[src/rtl/maze_solver_ctrl.sv]
// Depth-first-search maze solver controller.
// Drives a 16x16 single-bit maze memory: marks visited cells, probes neighbours,
// and backtracks through a 2-bit direction stack until the goal cell is reached
// or every reachable cell has been exhausted.
module maze_solver_ctrl #(
  parameter int GOAL_X      = 15,
  parameter int GOAL_Y      = 15,
  parameter int STACK_DEPTH = 256
) (
  input  logic       clk,
  input  logic       rst,
  input  logic       start,
  output logic [3:0] mem_x,
  output logic [3:0] mem_y,
  output logic       mem_din,
  output logic       mem_rd,
  output logic       mem_wr,
  input  logic       mem_dout,
  output logic       busy,
  output logic       done,
  output logic       fail,
  output logic [8:0] path_len,
  input  logic [7:0] path_idx,
  output logic [1:0] path_dir
);

  localparam logic [3:0] GX = 4'(GOAL_X);
  localparam logic [3:0] GY = 4'(GOAL_Y);

  typedef enum logic [2:0] {
    S_IDLE,
    S_MARK,
    S_PROBE,
    S_CHECK,
    S_BACK,
    S_DONE,
    S_FAIL
  } state_t;

  state_t     state, state_nx;
  logic [3:0] cur_x, cur_y, cur_x_nx, cur_y_nx;
  logic [8:0] sp, sp_nx, sp_dec;
  logic [2:0] dir, dir_nx;
  logic [3:0] last_x, last_y;
  logic       push;
  logic [1:0] stack [STACK_DEPTH];
  logic [1:0] top_dir;
  logic [3:0] nb_x, nb_y;
  logic       nb_ok;
  logic [3:0] back_x, back_y;

  assign sp_dec   = sp - 9'd1;
  assign top_dir  = stack[sp_dec[7:0]];
  assign path_dir = stack[path_idx];

  assign busy     = (state == S_MARK) || (state == S_PROBE) ||
                    (state == S_CHECK) || (state == S_BACK);
  assign done     = (state == S_DONE);
  assign fail     = (state == S_FAIL);
  assign path_len = (state == S_DONE) ? sp : 9'd0;

  // Neighbour of the current cell in the probe direction, plus whether it lies inside the grid
  always_comb begin
    nb_x  = cur_x;
    nb_y  = cur_y;
    nb_ok = 1'b0;
    case (dir)
      3'd0: begin nb_x = cur_x + 4'd1; nb_ok = (cur_x != 4'd15); end
      3'd1: begin nb_y = cur_y + 4'd1; nb_ok = (cur_y != 4'd15); end
      3'd2: begin nb_x = cur_x - 4'd1; nb_ok = (cur_x != 4'd0);  end
      3'd3: begin nb_y = cur_y - 4'd1; nb_ok = (cur_y != 4'd0);  end
      default: ;
    endcase
  end

  // Cell we return to when undoing the move on top of the stack
  always_comb begin
    back_x = cur_x;
    back_y = cur_y;
    case (top_dir)
      2'd0:    back_x = cur_x - 4'd1;
      2'd1:    back_y = cur_y - 4'd1;
      2'd2:    back_x = cur_x + 4'd1;
      default: back_y = cur_y + 4'd1;
    endcase
  end

  // Next-state logic, datapath updates and memory strobes
  always_comb begin
    state_nx = state;
    cur_x_nx = cur_x;
    cur_y_nx = cur_y;
    sp_nx    = sp;
    dir_nx   = dir;
    push     = 1'b0;
    mem_rd   = 1'b0;
    mem_wr   = 1'b0;
    mem_din  = 1'b0;
    mem_x    = last_x;
    mem_y    = last_y;
    case (state)
      S_IDLE, S_DONE, S_FAIL: begin
        if (start) begin
          cur_x_nx = 4'd0;
          cur_y_nx = 4'd0;
          sp_nx    = 9'd0;
          dir_nx   = 3'd0;
          state_nx = S_MARK;
        end
      end
      S_MARK: begin
        mem_wr  = 1'b1;
        mem_din = 1'b1;
        mem_x   = cur_x;
        mem_y   = cur_y;
        if ((cur_x == GX) && (cur_y == GY)) begin
          state_nx = S_DONE;
        end else begin
          dir_nx   = 3'd0;
          state_nx = S_PROBE;
        end
      end
      S_PROBE: begin
        if (dir[2]) begin
          state_nx = S_BACK;
        end else if (!nb_ok) begin
          dir_nx = dir + 3'd1;
        end else begin
          mem_rd   = 1'b1;
          mem_x    = nb_x;
          mem_y    = nb_y;
          state_nx = S_CHECK;
        end
      end
      S_CHECK: begin
        if (!mem_dout) begin
          push     = 1'b1;
          sp_nx    = sp + 9'd1;
          cur_x_nx = nb_x;
          cur_y_nx = nb_y;
          state_nx = S_MARK;
        end else begin
          dir_nx   = dir + 3'd1;
          state_nx = S_PROBE;
        end
      end
      S_BACK: begin
        if (sp == 9'd0) begin
          state_nx = S_FAIL;
        end else begin
          sp_nx    = sp_dec;
          cur_x_nx = back_x;
          cur_y_nx = back_y;
          dir_nx   = {1'b0, top_dir} + 3'd1;
          state_nx = S_PROBE;
        end
      end
      default: state_nx = S_IDLE;
    endcase
  end

  // State register and datapath registers; the last issued address is held between strobes
  always_ff @(posedge clk) begin
    if (rst) begin
      state  <= S_IDLE;
      cur_x  <= 4'd0;
      cur_y  <= 4'd0;
      sp     <= 9'd0;
      dir    <= 3'd0;
      last_x <= 4'd0;
      last_y <= 4'd0;
    end else begin
      state  <= state_nx;
      cur_x  <= cur_x_nx;
      cur_y  <= cur_y_nx;
      sp     <= sp_nx;
      dir    <= dir_nx;
      last_x <= mem_x;
      last_y <= mem_y;
    end
  end

  // Direction stack; contents are irrelevant after reset so it carries none
  always_ff @(posedge clk) begin
    if (push) begin
      stack[sp[7:0]] <= dir[1:0];
    end
  end

endmodule

[config.mk]
export PLATFORM = sky130hd
export DESIGN_NAME = maze_solver_ctrl
export DESIGN_NICKNAME = d
export VERILOG_FILES = /design/src/rtl/maze_solver_ctrl.sv
export SDC_FILE = /design/constraint.sdc
export NUM_CORES = 1
export LEC_CHECK = 0
export CORE_MARGIN = 3
export CORE_UTILIZATION = 54
export CTS_BUF_LIST = sky130_fd_sc_hd__clkbuf_8
export CTS_CLUSTER_DIAMETER = 100
export DETAILED_ROUTE_END_ITERATION = 8
export DONT_BUFFER_PORTS = 1
export GPL_ROUTABILITY_DRIVEN = 0
export PLACE_DENSITY = 0.76
export SETUP_SLACK_MARGIN = 0.15
export SLEW_MARGIN = 30
export SYNTH_ARGS = -nofsm -noshare
export SYNTH_HDL_FRONTEND = slang
export SYNTH_SLANG_ARGS = --single-unit
[constraint.sdc]
create_clock -name clk -period 7.6 [get_ports clk]
set_input_delay 2.28 -clock clk [delete_from_list [all_inputs] [get_ports clk]]
set_output_delay 2.28 -clock clk [all_outputs]
set_load 0.05 [all_outputs]
==> results.py, run 1 <==
metrics = {
    "floorplanning": {
        "die_area_sq_mm": 0.0542,
        "core_sq_mm": 0.0505,
        "rows": 82,
        "die_w_um": 233,
        "die_h_um": 233,
        "initial_core_util_pct": 55.0,
        "io_pins": 37,
    },
    "synthesis": {
        "syn_area_per_cell_sq_um": 15.6,
        "synthesis.area_sq_mm": 0.0278,
        "synth-seq-cells": 543,
        "syn_inst": 1784,
        "synth-main-ff-cell": "edfxtp_1",
        "synth_nets": 1810,
        "yosys_warnings": 0,
        "ys_seq_area_share_pct": 57.6,
        "yosys.cell_types.count": 78,
        "synth_edf_count": 512,
        "synthArstFlopShare_pct": 0,
    },
    "sta": {
        "rsz0062_at_grt": "no",
        "max_freq_mhz": 142,
        "hold_ws_ns": 0.614,
        "min_period_ns": 7.02,
        "slew_headroom_pct": 36.3,
        "period_share_pct": 92.4,
        "slew_violations": 0,
        "worstMarginPinSlew_ns": 0.956,
        "skew_ns": 0.0361,
        "finalSetupViolCount": 0,
        "hold_viol": 0,
        "setup-tns-final_ns": 0,
    },
    "setup_path": {
        "reg2reg_depth": 12,
        "startpoint_type": "input port",
        "end_kind": "output port",
        "crit_type": "in2out",
        "cp_max_fo": 128,
        "required_ns": 5.32,
        "worst_ep_arrival_time_ns": 4.74,
    },
    "route": {
        "drt_pass1_iterations": 6,
        "ant_nets": 0,
        "drt_wl_total_um": 74800,
        "drt-initial-drc-count": 2550,
        "vias": 18100,
        "viasPerCell": 7.22,
        "drc": 0,
        "wl_per_cell_um": 29.8,
    },
    "grt": {
        "grt_first_pass_wirelength_um": 112000,
        "overflow": 0,
        "grt_pass1_vias": 18000,
        "grtUsageTotal_pct": 27.8,
        "antenna_found_initial": 2,
        "grt_max_degree": 135,
    },
    "clock_tree": {
        "cts_resized": 0,
        "cts_buffer_depth": 3,
        "insertion_delay_ns": 0.69,
        "postCtsSetupRepairBufs": 0,
        "htree_levels": 3,
        "root_buffer": "clkbuf_8",
        "numCtsBuffers": 90,
        "clock-sinks": 543,
        "holdBufCountCts": 0,
        "cts_tree": "yes",
        "clkTransAtPathRegs_ns": 0.06,
    },
    "power": {
        "p_per_area_mw_per_mm2": 244,
        "vdd_drop_max_v": 0.000136,
        "p_leak_nw": 9.11,
    },
    "place": {
        "dp_hpwl_um": 45800,
        "io_buffer_count": 0,
        "dp.cells": 2342,
    },
    "finish": {
        "layout_common_cells": "512 x edfxtp_1, 310 x nor2_1, 284 x mux4_2",
        "final_net_count": 1788,
        "area_growth_pct": 8.30,
        "final_cell_count_no_fill": 2510,
        "mostFrequentLayoutCell": "edfxtp_1",
        "layout-drive-gt1-share_pct": 25.4,
    },
    "job": {
        "drv_cap": 0,
    },
    "worst_hold_path": {
        "hold_depth": 2,
        "hold_class": "reg2reg",
    },
    "outcome": {
        "outcome": "finished clean",
    },
}
registers in the layout (all words and copies together), names as in the netlist:
signal / cells
cur_x: 4
cur_y: 4
dir: 3
last_x: 4
last_y: 4
sp: 9
stack: 512
state: 3
worst max-delay path: stages:
cell    delay [ns]
mux4_2        0.56
mux4_2        0.54
mux4_2        0.56
mux4_2        0.67
cells in the mapped netlist, types with 18 or more instances:
| master | n | area, sq um |
|---|---|---|
| dfxtp_1 | 31 | 621 |
| a21oi_1 | 38 | 190 |
| nor2b_1 | 18 | 113 |
| mux4_2 | 284 | 6400 |
| nor2_1 | 312 | 1170 |
| o21ai_0 | 18 | 90.1 |
| mux2i_1 | 38 | 380 |
| nor3_1 | 20 | 100 |
| clkbuf_1 | 87 | 327 |
| a32oi_1 | 18 | 158 |
| edfxtp_1 | 512 | 15400 |
| nand2_1 | 99 | 372 |
| buf_1 | 22 | 82.6 |
| nand3_1 | 34 | 170 |
| inv_1 | 19 | 71.3 |
final cells by class:
type / count / area, sq um
flip-flops and latches: 543 / 16000
fillers: 3700 / 20400
well taps: 672 / 841
inverters: 20 / 75.1
multi-input cells: 1072 / 11000
diodes: 1 / 2.50
clock inverters: 71 / 523
clock buffers: 96 / 1320
repair buffers: 35 / 294
metal layers:
metal | routed length (um) | vias to the layer above | global-route usage (%)
met5 | 13 | - | 0
met4 | 3890 | 2 | 13.1
met3 | 9340 | 278 | 7.05
met2 | 35900 | 1584 | 44.1
met1 | 25700 | 9088 | 36.5
li1 | - | 7176 | -
per-stage QoR:
stage / power, W / utilization, % / cell area (sq um) / setup slack, ns
after floorplan: 0.00441 / - / 27800 / 0.158
after global placement: 0.00467 / 55.8 / 28200 / 0.684
after detailed placement: 0.00470 / 55.9 / 28200 / 0.642
after CTS: 0.00732 / 59.6 / 30100 / 0.646
after global routing: 0.00756 / 59.6 / 30100 / 0.507
final: 0.00734 / 59.6 / 30100 / 0.581
kinds of logic (layout without fill, tap and decap cells):
family / Yosys count / in the layout / synth area share, %
multiplexers: 338 / 338 / 25.8
AO/OA/AOI/OAI: 165 / 165 / 4.32
XOR/XNOR: 6 / 6 / 0.257
flip-flops: 543 / 543 / 57.6
AND/OR/NAND/NOR: 549 / 549 / 8.51
buffers and inverters: 169 / 222 / 2.90
adder cells (fa/ha/maj): 14 / 14 / 0.631
other: 0 / 1 / 0
final timing paths:
kind                            slack, ns                     to                  start
worst max-delay path                 0.58            path_dir[1]            path_idx[0]
worst min-delay path                 0.61  cur_y[1]$_SDFFE_PP0P_  cur_y[1]$_SDFFE_PP0P_
worst max register to register       2.27  cur_x[1]$_SDFFE_PP0P_     sp[0]$_SDFFE_PP0P_
worst min register to register       0.61  cur_y[1]$_SDFFE_PP0P_  cur_y[1]$_SDFFE_PP0P_
where the power goes:
group          switching (W)  internal, W
clock network        0.00121      0.00145
registers          0.0000607      0.00328
logic               0.000839     0.000505
total                0.00211      0.00523
Note: power is estimated with default switching activity, not from simulation.
==> run 2: changes to the inputs <==
--- a/config.mk
+++ b/config.mk
@@ -11,7 +11,6 @@
 export CTS_CLUSTER_DIAMETER = 100
 export DETAILED_ROUTE_END_ITERATION = 8
 export DONT_BUFFER_PORTS = 1
-export GPL_ROUTABILITY_DRIVEN = 0
 export PLACE_DENSITY = 0.76
 export SETUP_SLACK_MARGIN = 0.15
 export SLEW_MARGIN = 30
==> results of run 2 <==
Same layout as run 1: the final DEF is identical, and so are final timing and power.
==> run 3: changes to the inputs <==
--- a/config.mk
+++ b/config.mk
@@ -17,3 +17,4 @@
 export SYNTH_ARGS = -nofsm -noshare
 export SYNTH_HDL_FRONTEND = slang
 export SYNTH_SLANG_ARGS = --single-unit
+export TNS_END_PERCENT = 10
==> results.py, run 3 (synthesized netlist as in run 1, its figures left out) <==
metrics = {
    "route": {
        "drc": 0,
        "drt_pass1_iterations": 7,
        "drt_wl_total_um": 74800,
        "ant_nets": 0,
        "drt-initial-drc-count": 2543,
        "wl_per_cell_um": 30.0,
        "viasPerCell": 7.17,
        "vias": 17900,
    },
    "job": {
        "drv_cap": 0,
    },
    "clock_tree": {
        "clkTransAtPathRegs_ns": 0.06,
        "clock-sinks": 543,
        "cts_resized": 0,
        "numCtsBuffers": 89,
        "cts_buffer_depth": 3,
        "holdBufCountCts": 0,
        "cts_tree": "yes",
        "postCtsSetupRepairBufs": 0,
        "insertion_delay_ns": 0.70,
        "root_buffer": "clkbuf_8",
        "htree_levels": 3,
    },
    "finish": {
        "n_antenna_cell": 0,
        "mostFrequentLayoutCell": "edfxtp_1",
        "final_core_utilization_pct": 59.2,
        "largest_reg_flops": 512,
        "layout_common_cells": "512 x edfxtp_1, 310 x nor2_1, 284 x mux4_2",
        "final_net_count": 1781,
        "seqCellArea_sq_mm": 0.0160,
        "layout-drive-gt1-share_pct": 25.2,
        "multi_input_area_sq_mm": 0.0110,
        "fill_cells": 3728,
        "area_growth_pct": 7.64,
    },
    "grt": {
        "grt_pass1_vias": 17700,
        "grt_first_pass_wirelength_um": 112000,
        "antenna_found_initial": 0,
        "overflow": 0,
        "grtUsageTotal_pct": 28.0,
        "grt_max_degree": 129,
    },
    "setup_path": {
        "cp_max_fo": 128,
        "required_ns": 5.32,
        "rrSetupSlack_ns": 2.52,
        "startpoint_type": "input port",
        "end_kind": "output port",
        "reg2reg_depth": 13,
        "worst_ep_arrival_time_ns": 4.74,
        "r2r_start": "sp[0]$_SDFFE_PP0P_",
        "r2r-end": "cur_x[3]$_SDFFE_PP0P_",
        "crit_type": "in2out",
    },
    "worst_hold_path": {
        "min_to": "sp[8]$_SDFFE_PP0P_",
        "worstHoldStart": "sp[8]$_SDFFE_PP0P_",
        "hold_class": "reg2reg",
        "hold_depth": 2,
    },
    "sta": {
        "hold_viol": 0,
        "max_freq_mhz": 142,
        "rsz0062_at_grt": "no",
        "slew_headroom_pct": 33.2,
        "slew_violations": 0,
        "worstMarginPinSlew_ns": 1.00,
        "period_share_pct": 92.4,
        "min_period_ns": 7.02,
        "skew_ns": 0.0441,
        "layout_setup_ws_ns": 0.578,
        "finalSetupViolCount": 0,
    },
    "place": {
        "dp_slack_ns": 0.702,
        "gp_congestion": 0.899,
        "dp_hpwl_um": 45500,
        "io_buffer_count": 0,
    },
    "power": {
        "p_per_area_mw_per_mm2": 239,
        "p_leak_nw": 8.96,
        "vdd_drop_max_v": 0.000128,
        "power_w": 0.00714,
    },
    "floorplanning": {
        "initial_core_util_pct": 55.0,
        "die_w_um": 233,
        "die_h_um": 233,
        "rows": 82,
        "die_area_sq_mm": 0.0542,
        "core_sq_mm": 0.0505,
        "io_pins": 37,
    },
    "outcome": {
        "outcome": "finished clean",
    },
}
[run 3: cell types whose count changed in the layout (fill, tap and decap cells not counted), moves of 2 or more]
cell,before,now
buf_12,0,2
bufinv_16,8,4
clkinv_2,11,16
clkbuf_8,96,91
nand3_1,33,30
nand3_2,1,4
inv_1,51,38
clkinv_1,14,25
buf_4,31,24
[run 3: power by group]
part	total (W)	internal [W]	switching, W
clock network	0.00246	0.00126	0.00120
registers	0.00334	0.00328	0.0000637
logic	0.00134	0.000504	0.000835
total	0.00714	0.00504	0.00210
[run 3: critical path, stage by stage]
cell	delay [ns]
mux4_2	0.54
mux4_2	0.52
mux4_2	0.56
mux4_2	0.69
[run 3: how the worst max path moves through the flow]
stage | endpoint | startpoint | slack, ns
after floorplan | path_dir[0] | path_idx[0] | -0.1
after global placement | path_dir[1] | path_idx[0] | 0.69
after detailed placement | path_dir[1] | path_idx[0] | 0.70
after CTS | mem_x[0] | dir[0]$_SDFFE_PP0P_ | 0.69
after global routing | mem_y[3] | dir[0]$_SDFFE_PP0P_ | 0.42
final | path_dir[1] | path_idx[0] | 0.58
[run 3: cell type report]
| type | instances | area share, % |
|---|---|---|
| clock buffer | 91 | 4.19 |
| sequential | 543 | 53.5 |
| tap | 672 | 2.81 |
| timing repair buffer | 29 | 0.904 |
| inverter | 20 | 0.251 |
| multi-input combinational | 1072 | 36.9 |
| clock inverter | 70 | 1.41 |
[run 3: routing by layer]
metal,track usage (%),wire length [um],vias to the layer above
met3,7.00,9570,251
met2,42.7,34600,1443
met5,0,0,-
met1,38.4,26700,9071
met4,13.0,3940,0
li1,-,-,7145
[run 3: per-stage QoR]
| step | TNS (ns) | hold slack (ns) | instances | instance area (sq um) |
|---|---|---|---|---|
| after floorplan | -0.194 | 0.514 | 1784 | 27800 |
| after global placement | 0 | 0.571 | 2335 | 28200 |
| after detailed placement | 0 | 0.590 | 2336 | 28200 |
| after CTS | 0 | 0.600 | 2497 | 29900 |
| after global routing | 0 | 0.645 | 2497 | 29900 |
| final | 0 | 0.598 | 2497 | 29900 |
